<file path="src/rtl/fetch_queue.sv">
// fetch_queue: PC -> sync imem read -> {instr, pc} FIFO toward decode.
// Optional perf counters (starve_cnt, flush_cnt) under `FETCH_PERF_CNT_EN.
module fetch_queue #(
    parameter int ADDR_WIDTH = 32,
    parameter int DATA_WIDTH = 32,
    parameter int DEPTH      = 4
) (
    input  logic                  clk,
    input  logic                  rst,
    input  logic [ADDR_WIDTH-1:0] PC,
    input  logic                  flush,
    output logic                  pc_stall,
    output logic [ADDR_WIDTH-1:0] imem_addr,
    output logic                  imem_rd_en,
    input  logic [DATA_WIDTH-1:0] imem_rdata,
    output logic                  instr_valid,
    output logic [DATA_WIDTH-1:0] instr,
    output logic [ADDR_WIDTH-1:0] instr_pc,
    input  logic                  instr_ready
`ifdef FETCH_PERF_CNT_EN
    ,
    output logic [31:0]           starve_cnt,
    output logic [31:0]           flush_cnt
`endif
);

    localparam int PW = $clog2(DEPTH);
    localparam int CW = $clog2(DEPTH + 1);
    localparam logic [PW-1:0] P_ONE = 1;
    localparam logic [CW-1:0] C_ONE = 1;
    localparam logic [CW-1:0] C_FULL = CW'(DEPTH);

    logic [DATA_WIDTH-1:0] r_mem_instr [DEPTH];
    logic [ADDR_WIDTH-1:0] r_mem_pc    [DEPTH];
    logic [PW-1:0]         r_rd_ptr;
    logic [PW-1:0]         r_wr_ptr;
    logic [CW-1:0]         r_count;
    logic                  r_inflight;
    logic [ADDR_WIDTH-1:0] r_inflight_pc;

    logic                  w_pop;
    logic                  w_push;
    logic                  w_issue;
    logic [CW:0]           w_occ;

    // Reset masks the head so nothing stale is shown while rst is high.
    assign instr_valid = ~rst & (r_count != '0);
    assign w_pop       = instr_valid & instr_ready & ~flush;
    assign w_push      = r_inflight & ~flush;

    // Occupancy after this cycle counts the read still in flight.
    assign w_occ   = {1'b0, r_count}
                   + (CW+1)'(r_inflight)
                   - (CW+1)'(w_pop);
    assign w_issue = ~rst & ~flush & (w_occ < {1'b0, C_FULL});

    assign imem_addr  = PC;
    assign imem_rd_en = w_issue;
    assign pc_stall   = ~rst & ~flush & ~w_issue;

    assign instr    = instr_valid ? r_mem_instr[r_rd_ptr] : '0;
    assign instr_pc = instr_valid ? r_mem_pc[r_rd_ptr]    : '0;

    // Storage write: returning data tagged with the PC that requested it.
    always_ff @(posedge clk) begin
        if (~rst & w_push) begin
            r_mem_instr[r_wr_ptr] <= imem_rdata;
            r_mem_pc[r_wr_ptr]    <= r_inflight_pc;
        end
    end

    // Control state: reset beats flush, flush beats push/pop.
    always_ff @(posedge clk) begin
        if (rst) begin
            r_rd_ptr   <= '0;
            r_wr_ptr   <= '0;
            r_count    <= '0;
            r_inflight <= 1'b0;
        end else if (flush) begin
            r_rd_ptr   <= '0;
            r_wr_ptr   <= '0;
            r_count    <= '0;
            r_inflight <= 1'b0;
        end else begin
            r_inflight <= w_issue;
            if (w_issue)
                r_inflight_pc <= PC;
            if (w_push)
                r_wr_ptr <= r_wr_ptr + P_ONE;
            if (w_pop)
                r_rd_ptr <= r_rd_ptr + P_ONE;
            if (w_push & ~w_pop)
                r_count <= r_count + C_ONE;
            else if (~w_push & w_pop)
                r_count <= r_count - C_ONE;
        end
    end

    a_no_overflow: assert property (@(posedge clk) disable iff (rst)
        !(w_push && !w_pop && r_count == C_FULL));

`ifdef FETCH_PERF_CNT_EN
    logic [31:0] r_starve_cnt;
    logic [31:0] r_flush_cnt;

    // Decode-starved cycles and flush events, free-running and wrapping.
    always_ff @(posedge clk) begin
        if (rst) begin
            r_starve_cnt <= '0;
            r_flush_cnt  <= '0;
        end else begin
            if (flush)
                r_flush_cnt <= r_flush_cnt + 32'd1;
            if (instr_ready & ~instr_valid & ~flush)
                r_starve_cnt <= r_starve_cnt + 32'd1;
        end
    end

    assign starve_cnt = r_starve_cnt;
    assign flush_cnt  = r_flush_cnt;
`endif

endmodule

</file>
<file path="config.mk">
export PLATFORM = sky130hd
export DESIGN_NAME = fetch_queue
export DESIGN_NICKNAME = d
export VERILOG_FILES = /design/src/rtl/fetch_queue.sv
export SDC_FILE = /design/constraint.sdc
export NUM_CORES = 1
export LEC_CHECK = 0
export CORE_AREA = 10 10 164 166
export DETAILED_ROUTE_END_ITERATION = 8
export DIE_AREA = 0 0 174 176
export GPL_TIMING_DRIVEN = 0
export PLACE_DENSITY_LB_ADDON = 0.08
export SLEW_MARGIN = 20
export SYNTH_ARGS = -nofsm -noshare
export SYNTH_HDL_FRONTEND = slang
export SYNTH_SLANG_ARGS = --single-unit
</file>
<file path="constraint.sdc">
create_clock -name clk -period 3.6 [get_ports clk]
set_clock_uncertainty 0.05 [all_clocks]
set_input_delay 0.72 -clock clk [delete_from_list [all_inputs] [get_ports clk]]
set_output_delay 0.72 -clock clk [all_outputs]
set_load 0.1 [all_outputs]
</file>
==> flow_metrics.py, run 1 <==
metrics = {
    "drt": {
        "drcViolationCount": 0,
        "post_drt_wl_per_cell_um": 20.35,
        "firstDrtPassIters": 4,
        "drtIter0Drc": 378,
        "ant_nets": 0,
        "routed_wl_um": 22340,
        "via_count": 5540,
        "avgViaCountPerCell": 5.046,
    },
    "synthesis": {
        "synth_largest_area_cell": "edfxtp_1",
        "ys_warn_count": 0,
        "synth_area_sq_um": 11470,
        "yosysSeqAreaShare": 0.7716,
        "synthCells": 540,
        "async_flop_share": 0,
        "synth_nets": 616,
        "ys.flop_type": "edfxtp_1",
        "synth.top_cells.by_area": "edfxtp_1 75%, mux4_2 13%, nor2b_1 3.5%",
        "ys_seq_elements": 298,
        "synth_top_area_frac": 0.7542,
        "synthDistinctLibCells": 33,
        "synth_edf_count": 288,
        "synth.avg_cell_area_sq_um": 21.24,
    },
    "sta": {
        "relSlewSlack": 0.3176,
        "final_hold_viol_count": 0,
        "fmax_mhz": 283.6,
        "worstMarginPinSlew_ps": 1028,
        "fin_crit_ps": 3526,
        "drv_slew": 0,
        "post-route-period-util": 0.9796,
        "fin_ws_ps": 73.52,
        "setup_viol": 0,
    },
    "setup_path": {
        "r2r_end": "r_inflight_pc[13]",
        "reg2reg_depth": 8,
        "cp-end-kind": "output port",
        "cp-startpoint": "flush",
        "path_max_fanout": 4,
        "critPathKind": "in2out",
        "r2r-start": "r_count[0]",
        "critical_path_required_ps": 2830,
        "reg2reg_setup_slack_ps": 690,
        "setup.worst_path.start_class": "primary input",
        "arrival_ps": 2760,
    },
    "floorplanning": {
        "die_area_sq_um": 30620,
        "fp-row-count": 57,
        "die_h_um": 176,
        "die_w_um": 174,
        "coreArea_sq_um": 23820,
        "ioPinCount": 167,
        "initial_utilization": 0.4814,
    },
    "global_route": {
        "grt_pass1_vias": 6341,
        "grtUsageTotal": 0.1455,
        "overflow": 0,
        "grt_start_max_net_pins": 45,
        "antenna_found_initial": 1,
        "grt_pass1_wl_um": 35020,
    },
    "clocking": {
        "clockBufferDepth": 3,
        "root_buffer": "clkbuf_16",
        "cts_tree": "yes",
        "cts_buffers": 31,
        "clk_pin_slew_worst_paths_ps": 60,
        "clk_latency_ps": 540,
        "cts_htree_levels": 1,
        "numClockSinks": 298,
    },
    "pwr": {
        "total_leakage_power_nw": 4.798,
        "powerDensity_nw_per_um2": 512.3,
        "irDropWorstVdd_uv": 338.8,
    },
    "placement": {
        "dpl.hpwl_um": 14230,
        "io_buffer_count": 166,
        "pre_cts_slack_ps": -1506,
        "place_congestion": 0.7456,
        "dpl_cell_area_sq_um": 13710,
    },
    "finish": {
        "fin_area_sq_um": 14910,
        "areaGrowthSynthToFinish_pct": 30.05,
        "fin_util": 0.6261,
        "drive_above_1_share": 0.3238,
        "nets": 823,
    },
    "run_status": {
        "status": "finished, final reports clean",
    },
    "hold_path": {
        "whs_endpoint": "r_mem_pc[3][5]",
        "holdPathStages": 0,
        "holdCritStartpoint": "r_inflight_pc[5]",
        "hp-class": "reg2reg",
    },
    "job": {
        "timing.max_cap.violations": 0,
    },
}
[cell usage after synthesis, types with 2 or more instances]
cell / n
a21oi_1: 2
clkbuf_1: 9
xnor2_1: 2
and3_1: 4
xor2_1: 3
nor2b_1: 65
inv_1: 6
mux2i_1: 3
ha_1: 7
edfxtp_1: 288
dfxtp_1: 10
nand2_1: 3
nor2_1: 8
buf_2: 8
mux4_2: 64
buf_4: 38
or3_1: 2
nand3_1: 2
nand2b_1: 2
[critical path, stage by stage]
cell	delay [ps]
clkdlybuf4s15_1	240
nor3b_4	250
and2_4	200
nand2b_4	60
ha_4	170
or4b_4	490
a211o_1	350
nand2_2	100
buf_12	180
[worst max-delay path by stage]
stage                 endpoint  cells after the start
floorplan             pc_stall                      8
global placement    imem_rd_en                      9
detailed placement  imem_rd_en                      9
CTS                  instr[15]                      5
global route        imem_rd_en                      9
finish              imem_rd_en                      9
[metal layers]
metal  vias up  share of wire  global-route usage
met5         -              0                   0
met3        32          0.060             0.03823
met4         0          0.016             0.03776
li1       2532              -                   -
met2       143           0.52              0.2558
met1      2833           0.40              0.1756
[state kept, by name, summed over array words and instances, names as in the netlist, named ones only]
name           cells
r_mem_instr      128
r_rd_ptr           2
r_count            3
r_mem_pc         128
r_wr_ptr           2
r_inflight         1
r_inflight_pc     32
[logic make-up (layout without fill, tap and decap cells)]
logic type | after synthesis | after routing | synth area share
xor+xnor | 5 | 5 | 0.003820
buf+inv | 62 | 294 | 0.03361
compound gates | 7 | 7 | 0.004038
other cells | 0 | 2 | 0
flops | 298 | 298 | 0.7716
fa+ha+maj | 8 | 8 | 0.009383
mux | 67 | 67 | 0.1283
simple gates | 93 | 93 | 0.04921
[where the power goes]
part	leakage, nW	internal, W	total [W]	switching [W]
logic	1.61	0.000189	0.000589	0.000400
registers	2.69	0.00384	0.00387	0.0000216
clock network	0.503	0.00193	0.00318	0.00125
total	4.80	0.00596	0.00764	0.00168
[cell usage in the layout (no fill, tap or decap), drive strengths merged]
cell / synthesis / routed
edfxtp: 288 / 288
clkdlybuf4s50: 0 / 96
nor2b: 65 / 65
mux4: 64 / 64
clkdlybuf4s15: 0 / 59
buf: 46 / 56
clkbuf: 9 / 46
clkinv: 0 / 16
dfxtp: 10 / 10
nor2: 8 / 8
inv: 7 / 8
ha: 7 / 7
dlygate4sd2: 0 / 6
bufinv: 0 / 5
and3: 4 / 4
xor2: 3 / 3
nand2: 3 / 3
mux2i: 3 / 3
diode: 0 / 2
or3: 2 / 2
xnor2: 2 / 2
clkinvlp: 0 / 2
nand2b: 2 / 2
nand3: 2 / 2
a21oi: 2 / 2
or4b: 1 / 1
or4: 1 / 1
or2: 1 / 1
nand3b: 1 / 1
nor3b: 1 / 1
a211o: 1 / 1
and2b: 1 / 1
o211ai: 1 / 1
and2: 1 / 1
a21o: 1 / 1
a211oi: 1 / 1
o21ai: 1 / 1
fa: 1 / 1
[through the flow]
stage                     TNS (ps)  total power, W  hold WS (ps)  instances
final                            0        0.007639         443.3       1098
after floorplan             -113.5        0.004321         408.7        540
after global routing        -5.016        0.007911         458.5       1097
after global placement     -389740        0.004518         416.8       1030
after detailed placement    -38620        0.004534         432.9       1035
after CTS                        0        0.007730         446.5       1095
[area by class of cell]
cell class                      instances  area (sq um)
Fill cell                            1724          8907
Sequential cell                       298          8848
Multi-Input combinational cell        180          2330
Timing Repair Buffer                  174          1892
Clock buffer                           34         787.0
Tap cell                              324         405.4
Buffer                                 55         366.6
Clock inverter                         24         252.7
Inverter                                7         26.28
Antenna cell                            2         5.005
[what timing repair did]
item / in CTS / in global routing
pin swaps: 4 / 3
setup endpoints to repair: 83 / 33
gates resized for setup: 213 / 14
hold buffers: 0 / 0
buffers inserted: 2 / 1
(Power assumes the default switching activity.)
==> run 2: changes to the inputs <==
--- a/config.mk
+++ b/config.mk
@@ -8,6 +8,7 @@
 export CORE_AREA = 10 10 164 166
 export DETAILED_ROUTE_END_ITERATION = 8
 export DIE_AREA = 0 0 174 176
+export GPL_ROUTABILITY_DRIVEN = 0
 export GPL_TIMING_DRIVEN = 0
 export PLACE_DENSITY_LB_ADDON = 0.08
 export SLEW_MARGIN = 20
==> results of run 2 <==
Final layout, timing and power as in run 1 (identical DEF).
==> edit (config.mk and constraints of run 2) <==
Set the parameter `ADDR_WIDTH` to 16 (it was 32).
--- a/src/rtl/fetch_queue.sv
+++ b/src/rtl/fetch_queue.sv
@@ -3,3 +3,3 @@
 module fetch_queue #(
-    parameter int ADDR_WIDTH = 32,
+    parameter int ADDR_WIDTH = 16,
     parameter int DATA_WIDTH = 32,
Interface: changed (resized PC, imem_addr and instr_pc); port bits go from 167 to 119. The function was not compared with the original's and may differ.
==> edit against run 2 <==
  * Area after synthesis shrank 26%
  * Clock power shrank 27%
  * Final area shrank 27%
  * Sequential cell count shrank 80
  * Largest power group unchanged
  * Worst hold slack lost 0.012 ns
  * Wire length shrank 21%
  * Total power shrank 28%
  * Critical path depth is the same
  * Core utilization shrank 17 points
  * Sequential power shrank 27%
  * Cell count shrank 18%
  * Worst setup slack lost 0.054 ns
==> edit: results (changes against run 2) <==
outcome:
  status: "finished clean"
routing:
  vias_per_cell: 4.59  # -9.0%
  routed_wirelength_um: 17600  # -21%
  wl_met1_um: 7350  # -19%
  dr.max_layer_used: "met5"
  vias: 4142  # -25%
  wl_met3_um: 1140  # -15%
  wl_met2_um: 8750  # -25%
  drtIter0Drc: 218  # -42%
cts:
  ctsHtreeMaxLevel: 1  # unchanged
  root_buffer: "clkbuf_16"
  clock_latency_ns: 0.50  # -0.04 ns
  clockBufferDepth: 3  # unchanged
  post_cts_resized: 121  # -43%
  cts_buffers: 25  # -19%
setup_path:
  timing.rr.start: "r_count[2]"
  r2r_setup_slack_ns: 0.62  # -0.07 ns
  r2r.worst_path.cells: 7  # -1
  cp_top_family: "simple AND/OR/NAND/NOR gates"
  rr_endpoint: "r_inflight_pc[7]"
  arrival_ns: 2.81  # +0.05 ns
  critPathSlowestCell: "or4b_4"
  cp_slowest_stage_delay_ns: 0.52  # +0.03 ns
placed_design:
  dp_hpwl_um: 10900  # -23%
  dpl_cell_area_um2: 10200  # -26%
  portBuffers: 118  # -29%
  dp.cells: 852  # -18%
  dp_slack_ns: -1.42  # +0.0861 ns
finish:
  drive_above_1_share: 0.308  # -0.0153
  regArea_um2: 6450  # -27%
  fillCellCount: 2111  # +22%
  nets: 619  # -25%
  reg.largest.list: "r_mem_instr (128), r_mem_pc (64), r_inflight_pc (16)"
logic_synthesis:
  synth_warnings: 0  # unchanged
  syn-num-nets: 466  # -24%
  synth-edff-count: 208  # -28%
  synth-compound-area-share: 0.00548  # +0.00144
  ys_top_cells_by_area: "edfxtp_1, mux4_2, nor2b_1"
  synth_xor_area_frac: 0.00518  # +0.00136
  seq_area_frac_synth: 0.763  # -0.00871
  synth_commonest_cells: "edfxtp_1, nor2b_1, mux4_2"
  synth_fa_ha_area_frac: 0.0127  # +0.00335
  muxShareOfSynthArea: 0.131  # +0.00318
  synth_area_um2: 8450  # -26%
  avgSynthCellArea_um2: 20.8  # -2.0%
min_path:
  hold_end: "r_mem_pc[0][10]"
  hp-start: "r_inflight_pc[10]"
global_routing:
  grt_use_total: 0.113  # -0.0324
  grt_max_degree: 28  # -38%
  use_met1: 0.133  # -0.0429
  grt_pass1_wl_um: 27000  # -23%
  grt_antenna_before_repair: 1  # unchanged
  first_global_vias: 4641  # -27%
  use_met3: 0.0320  # -0.00619
  grt_util_met2: 0.199  # -0.0565
timing:
  worst_slew_pin_slew_ns: 0.984  # -0.0442 ns
  holdWs_ns: 0.431  # -0.0123 ns
pwr:
  ir_drop_mv: 0.282  # -17%
  p_leak_nw: 3.58  # -25%
edit: cell count changes after synthesis:
cell	run 2	this run
nor2b_1	65	49
buf_2	8	7
edfxtp_1	288	208
mux4_2	64	48
clkbuf_1	9	7
buf_4	38	19
edit: final cells by class:
class,instances,area share
sequential,218,0.593
multi-input combinational,148,0.171
timing repair buffer,126,0.107
clock buffer,33,0.0621
tap,324,0.0373
buffer,33,0.0191
clock inverter,12,0.00806
inverter,7,0.00242
antenna,1,0.000230
edit: worst max-delay path by stage:
stage,end,slack (ns)
floorplan,pc_stall,-0.11
global placement,imem_rd_en,-1.46
detailed placement,imem_rd_en,-1.42
CTS,imem_rd_en,-0.14
global route,imem_rd_en,-0.05
finish,imem_rd_en,0.02
edit: report_power, final:
group / internal, W / switching [W] / leakage (nW) / total [W]
clock network: 0.00139 / 0.000925 / 0.368 / 0.00231
logic: 0.000126 / 0.000269 / 1.25 / 0.000395
registers: 0.00280 / 0.0000127 / 1.96 / 0.00282
total: 0.00432 / 0.00121 / 3.58 / 0.00552
